===== src/rtl/pipelined_adder.sv =====
`default_nettype none
// ============================================================================
//  Module      : pipelined_adder
//  Description : Parametrised pipelined adder. A WIDTH-bit add is split into
//                STAGES ripple chunks of CHUNK = WIDTH/STAGES bits. One chunk
//                is resolved per clock, and the carry is registered between
//                chunks. Valid/ready handshakes are used on both sides, and
//                the adder sustains one beat per cycle when not stalled.
//  Revision    : 1.0 - initial release
// ----------------------------------------------------------------------------
//  Parameters
//    WIDTH      operand/sum width; must be a multiple of STAGES
//    STAGES     number of pipeline stages (= chunks), >= 1
//  Ports
//    clk        rising-edge clock
//    rst        asynchronous active-high reset
//    in_valid   operand beat present
//    in_ready   beat accepted this cycle (low while output is stalled)
//    a, b       operands
//    cin        carry-in (borrow-in when subtracting)
//    sub        1 = subtract (only when ADDER_SUB_EN is defined)
//    out_valid  result beat present
//    out_ready  downstream accepts result
//    sum        result
//    cout       carry-out of MSB (inverted borrow when subtracting)
//    ovf        signed overflow
//  Configuration macro
//    ADDER_SUB_EN  adds the `sub` port and the subtract mode
// ============================================================================
module pipelined_adder #(
    parameter int WIDTH  = 32,
    parameter int STAGES = 4
) (
    input  logic             clk,
    input  logic             rst,
    input  logic             in_valid,
    output logic             in_ready,
    input  logic [WIDTH-1:0] a,
    input  logic [WIDTH-1:0] b,
    input  logic             cin,
`ifdef ADDER_SUB_EN
    input  logic             sub,
`endif
    output logic             out_valid,
    input  logic             out_ready,
    output logic [WIDTH-1:0] sum,
    output logic             cout,
    output logic             ovf
);

    localparam int CHUNK = WIDTH / STAGES;

    // Register k holds the beat after chunk k has been resolved.
    // The last register is the output register.
    logic             valid_q [STAGES];
    logic             valid_d [STAGES];
    logic [WIDTH-1:0] a_q     [STAGES];
    logic [WIDTH-1:0] a_d     [STAGES];
    logic [WIDTH-1:0] b_q     [STAGES];
    logic [WIDTH-1:0] b_d     [STAGES];
    logic [WIDTH-1:0] s_q     [STAGES];
    logic [WIDTH-1:0] s_d     [STAGES];
    logic             c_q     [STAGES];
    logic             c_d     [STAGES];
    logic             ovf_q;
    logic             ovf_d;

    logic             stall;
    logic [WIDTH-1:0] b_eff;
    logic             cin_eff;
    logic             op_v;
    logic [WIDTH-1:0] op_a;
    logic [WIDTH-1:0] op_b;
    logic [WIDTH-1:0] op_s;
    logic             op_c;
    logic [CHUNK:0]   chunk_sum;

    always_comb begin
        // A full output register that cannot drain freezes the whole pipe.
        stall = valid_q[STAGES-1] & ~out_ready;

        // Subtraction is a + ~b + ~cin. Inverting B once at entry lets the
        // inverted operand travel with the beat, so `sub` is sampled once.
`ifdef ADDER_SUB_EN
        b_eff   = sub ? ~b : b;
        cin_eff = sub ? ~cin : cin;
`else
        b_eff   = b;
        cin_eff = cin;
`endif

        valid_d   = valid_q;
        a_d       = a_q;
        b_d       = b_q;
        s_d       = s_q;
        c_d       = c_q;
        ovf_d     = ovf_q;
        op_v      = 1'b0;
        op_a      = '0;
        op_b      = '0;
        op_s      = '0;
        op_c      = 1'b0;
        chunk_sum = '0;

        for (int k = 0; k < STAGES; k++) begin
            if (k == 0) begin
                op_v = in_valid;
                op_a = a;
                op_b = b_eff;
                op_s = '0;
                op_c = cin_eff;
            end else begin
                op_v = valid_q[(k == 0) ? 0 : k - 1];
                op_a = a_q[(k == 0) ? 0 : k - 1];
                op_b = b_q[(k == 0) ? 0 : k - 1];
                op_s = s_q[(k == 0) ? 0 : k - 1];
                op_c = c_q[(k == 0) ? 0 : k - 1];
            end

            chunk_sum = {1'b0, op_a[k*CHUNK +: CHUNK]}
                      + {1'b0, op_b[k*CHUNK +: CHUNK]}
                      + {{CHUNK{1'b0}}, op_c};
            op_s[k*CHUNK +: CHUNK] = chunk_sum[CHUNK-1:0];

            if (!stall) begin
                valid_d[k] = op_v;
                a_d[k]     = op_a;
                b_d[k]     = op_b;
                s_d[k]     = op_s;
                c_d[k]     = chunk_sum[CHUNK];
                // Carry into the MSB is recovered as a ^ b ^ sum at that bit.
                if (k == STAGES - 1) begin
                    ovf_d = op_a[WIDTH-1] ^ op_b[WIDTH-1]
                          ^ chunk_sum[CHUNK-1] ^ chunk_sum[CHUNK];
                end
            end
        end
    end

    always_ff @(posedge clk or posedge rst) begin
        if (rst) begin
            for (int k = 0; k < STAGES; k++) begin
                valid_q[k] <= 1'b0;
                a_q[k]     <= '0;
                b_q[k]     <= '0;
                s_q[k]     <= '0;
                c_q[k]     <= 1'b0;
            end
            ovf_q <= 1'b0;
        end else begin
            valid_q <= valid_d;
            a_q     <= a_d;
            b_q     <= b_d;
            s_q     <= s_d;
            c_q     <= c_d;
            ovf_q   <= ovf_d;
        end
    end

    assign in_ready  = ~stall;
    assign out_valid = valid_q[STAGES-1];
    assign sum       = s_q[STAGES-1];
    assign cout      = c_q[STAGES-1];
    assign ovf       = ovf_q;

endmodule
`default_nettype wire

===== config.mk =====
export PLATFORM = sky130hd
export DESIGN_NAME = pipelined_adder
export DESIGN_NICKNAME = d
export VERILOG_FILES = /design/src/rtl/pipelined_adder.sv
export SDC_FILE = /design/constraint.sdc
export NUM_CORES = 1
export LEC_CHECK = 0
export ABC_AREA = 0
export CORE_MARGIN = 2
export CORE_UTILIZATION = 65
export DETAILED_ROUTE_END_ITERATION = 8
export DONT_BUFFER_PORTS = 1
export GPL_TIMING_DRIVEN = 0
export PLACE_DENSITY = 0.92
export REMOVE_ABC_BUFFERS = 1
export SLEW_MARGIN = 10
export SYNTH_ARGS = -nofsm -noshare
export SYNTH_HDL_FRONTEND = slang
export SYNTH_SLANG_ARGS = --single-unit

===== constraint.sdc =====
create_clock -name clk -period 15.1 [get_ports clk]
set_clock_uncertainty 0.1 [all_clocks]
set_input_delay 0.755 -clock clk [delete_from_list [all_inputs] [get_ports clk]]
set_output_delay 0.755 -clock clk [all_outputs]
set_load 0.02 [all_outputs]

==> results.toml <==
[die]
pin_count = 105
rows = 41
die_w_um = 117
fp.dieArea_um2 = 13600
coreArea_um2 = 12500
die_h_um = 117
start_util = 0.660

[min_path]
min_path_type = "input port to asynchronous set/reset pin"

[clock_tree]
clk_transition_reported_paths_ps = 60
cts_hold_buf = 0
post_cts_resized = 0
postCtsSetupBuffers = 0
cts_made_buffers = 17
cts_tree = "done"
clock-sinks = 185
root_buffer = "clkbuf_16"
ctsLongestPathBuffers = 2
clk_latency_ps = 430
cts.htree.levels = 4

[global_route]
use_met2 = 0.359
antenna_found_initial = 0
grt_usage = 0.219
grt_util_met3 = 0.0716
grt_pass1_wl_um = 23200
grt_remaining_overflow = 0
first_global_vias = 5130
use_met1 = 0.277
grt_max_degree = 121
grt_busiest_layer = "met2"

[timing]
setup_slack_ps = 11560
setup_viol = 0
worst_pin_slew_ps = 826
rsz0062_at_grt = "no"
post-route-period-util = 0.235
hold_ws_ps = 144
final_max_slew_viol_count = 0
fmax_ghz = 0.282
fin_crit_ps = 3540
relSlewSlack = 0.448
final_hold_viol_count = 0

[cells_and_area]
fillers = 951
num_antenna_cells = 0
drive_above_1_share = 0.0480
layout_common_cells = "nand2_1, dfrtp_1, nor2_1"
final_nets = 987
mostFrequentLayoutCell = "nand2_1"
fin_util = 0.708
areaGrowthSynthToFinish_pct = 7.17

[worst_setup_path]
worstPathCellList = "nor2b_4 > buf_12 > buf_12 > inv_6 > buf_16"
worstPathMaxFanout = 120
crit_path_end_kind = "output port"
crit_path_frequent_cell = "buf_12"
worstSetupPathType = "flip-flop to output port"
cp-start-kind = "flip-flop"
arrival_ps = 2690
cp_slowest_cell = "nor2b_4"
critPathRequiredTime_ps = 14240
slowest_delay_ps = 730

[place]
dp_hpwl_um = 9170
place_congestion = 0.808
port-buffer-count = 0
pre_cts_ws_ps = 11760

[power_and_ir_drop]
power_density_nw_per_um2 = 223
power.total_mw = 1.97
cellLeakagePower_nw = 4.60
peakVddDrop_uv = 122

[detailed_routing]
post_drt_wl_per_cell_um = 13.2
vias_per_cell = 5.16
first_pass_iters = 4
detail-route-antenna-nets = 0
routed_wl_um = 14100
drtIter0Drc = 453
vias = 5502
drc = 0

[yosys]
syn_area_um2 = 8230
yosysSeqAreaShare = 0.562
postSynth.asyncResetShare = 1.00
synth_cell_types = 29
synth-edff-count = 0
synthCells = 929
ys_ff_latch = 185
yosysWarnings = 0
synth_ff_type = "dfrtp_1"
avgSynthCellArea_um2 = 8.86

[run_status]
status = "completed"

[flow_run]
cap_violations = 0
==> logic make-up after synthesis <==
group,count (synthesis),share of synthesized area
xor+xnor,21,0.0223
buf+inv,87,0.0543
compound gates,78,0.0558
flops,185,0.562
fa+ha+maj,36,0.0620
simple gates,522,0.243
==> final timing paths <==
check | end | slack, ps | startpoint | cells after the start
max | in_ready | 11560 | out_valid | 5
min | b_q[89] | 140 | rst | 1
max reg2reg | s_q[99] | 12400 | out_valid | 7
min reg2reg | op_v | 350 | op_v | 2
max in group asynchronous | b_q[85] | 13870 | rst | 2
min in group clk | a_q[118] | 330 | a[22] | 2
==> cell usage after synthesis, types with 2 or more instances <==
master    count  share of area
nor3_1        7         0.0043
inv_1        14         0.0064
a21oi_1      20          0.012
o21ai_1      27          0.016
a31oi_1       8         0.0061
nor2b_1       3         0.0023
o31ai_1       3         0.0027
o21bai_1      6         0.0055
a211oi_1      3         0.0027
nand2_1     475           0.22
fa_1          8          0.019
and3b_1       3         0.0032
xor2_1       10          0.011
dfrtp_1     185           0.56
ha_1         28          0.043
nor2_1       30          0.014
buf_1         6         0.0027
buf_4        32          0.029
clkbuf_1     34          0.016
xnor2_1      11          0.012
a21o_1        6         0.0055
nand2b_1      2         0.0015
o21ai_0       2         0.0012
==> power breakdown <==
group          internal (mW)  switching [mW]
combinational          0.258           0.368
sequential             0.712           0.184
clock                  0.266           0.184
==> sequential cells by signal, indices dropped and copies added (netlist names) <==
register   cells
op_b           8
b_q           40
s_q           24
valid_q        2
cout           1
op_v           1
ovf            1
op_a           8
out_valid      1
op_s          24
a_q           40
op_c           1
sum           32
c_q            2
==> worst max-delay path: cells and delay by family (launching register included) <==
family | cells | cell delay (ps)
buffers and inverters | 4 | 1020
and+or+nand+nor | 1 | 730
DFF | 1 | 450
==> layout make-up <==
class,count,area (µm²),share of cell area
sequential,185,4630,0.525
clock inverter,10,116,0.0132
inverter,15,68.8,0.00780
tap,172,215,0.0244
clock buffer,22,494,0.0560
multi-input combinational,657,3160,0.359
timing repair buffer,6,135,0.0153
==> per-stage QoR <==
stage	std cells	TNS [ps]	area (µm²)
2_1_floorplan	857	0	7840
3_3_place_gp	1029	-555920	8060
3_5_place_dp	1035	0	8210
4_1_cts	1067	0	8820
5_1_grt	1067	0	8820
6_report	1067	0	8820
==> routing by layer <==
layer | vias to the layer above | share of wire
li1 | 2776 | -
met1 | 2612 | 0.43
met5 | - | 0
met2 | 98 | 0.51
met4 | 0 | 0.013
met3 | 16 | 0.050
Power figures use the tool's default switching activity.
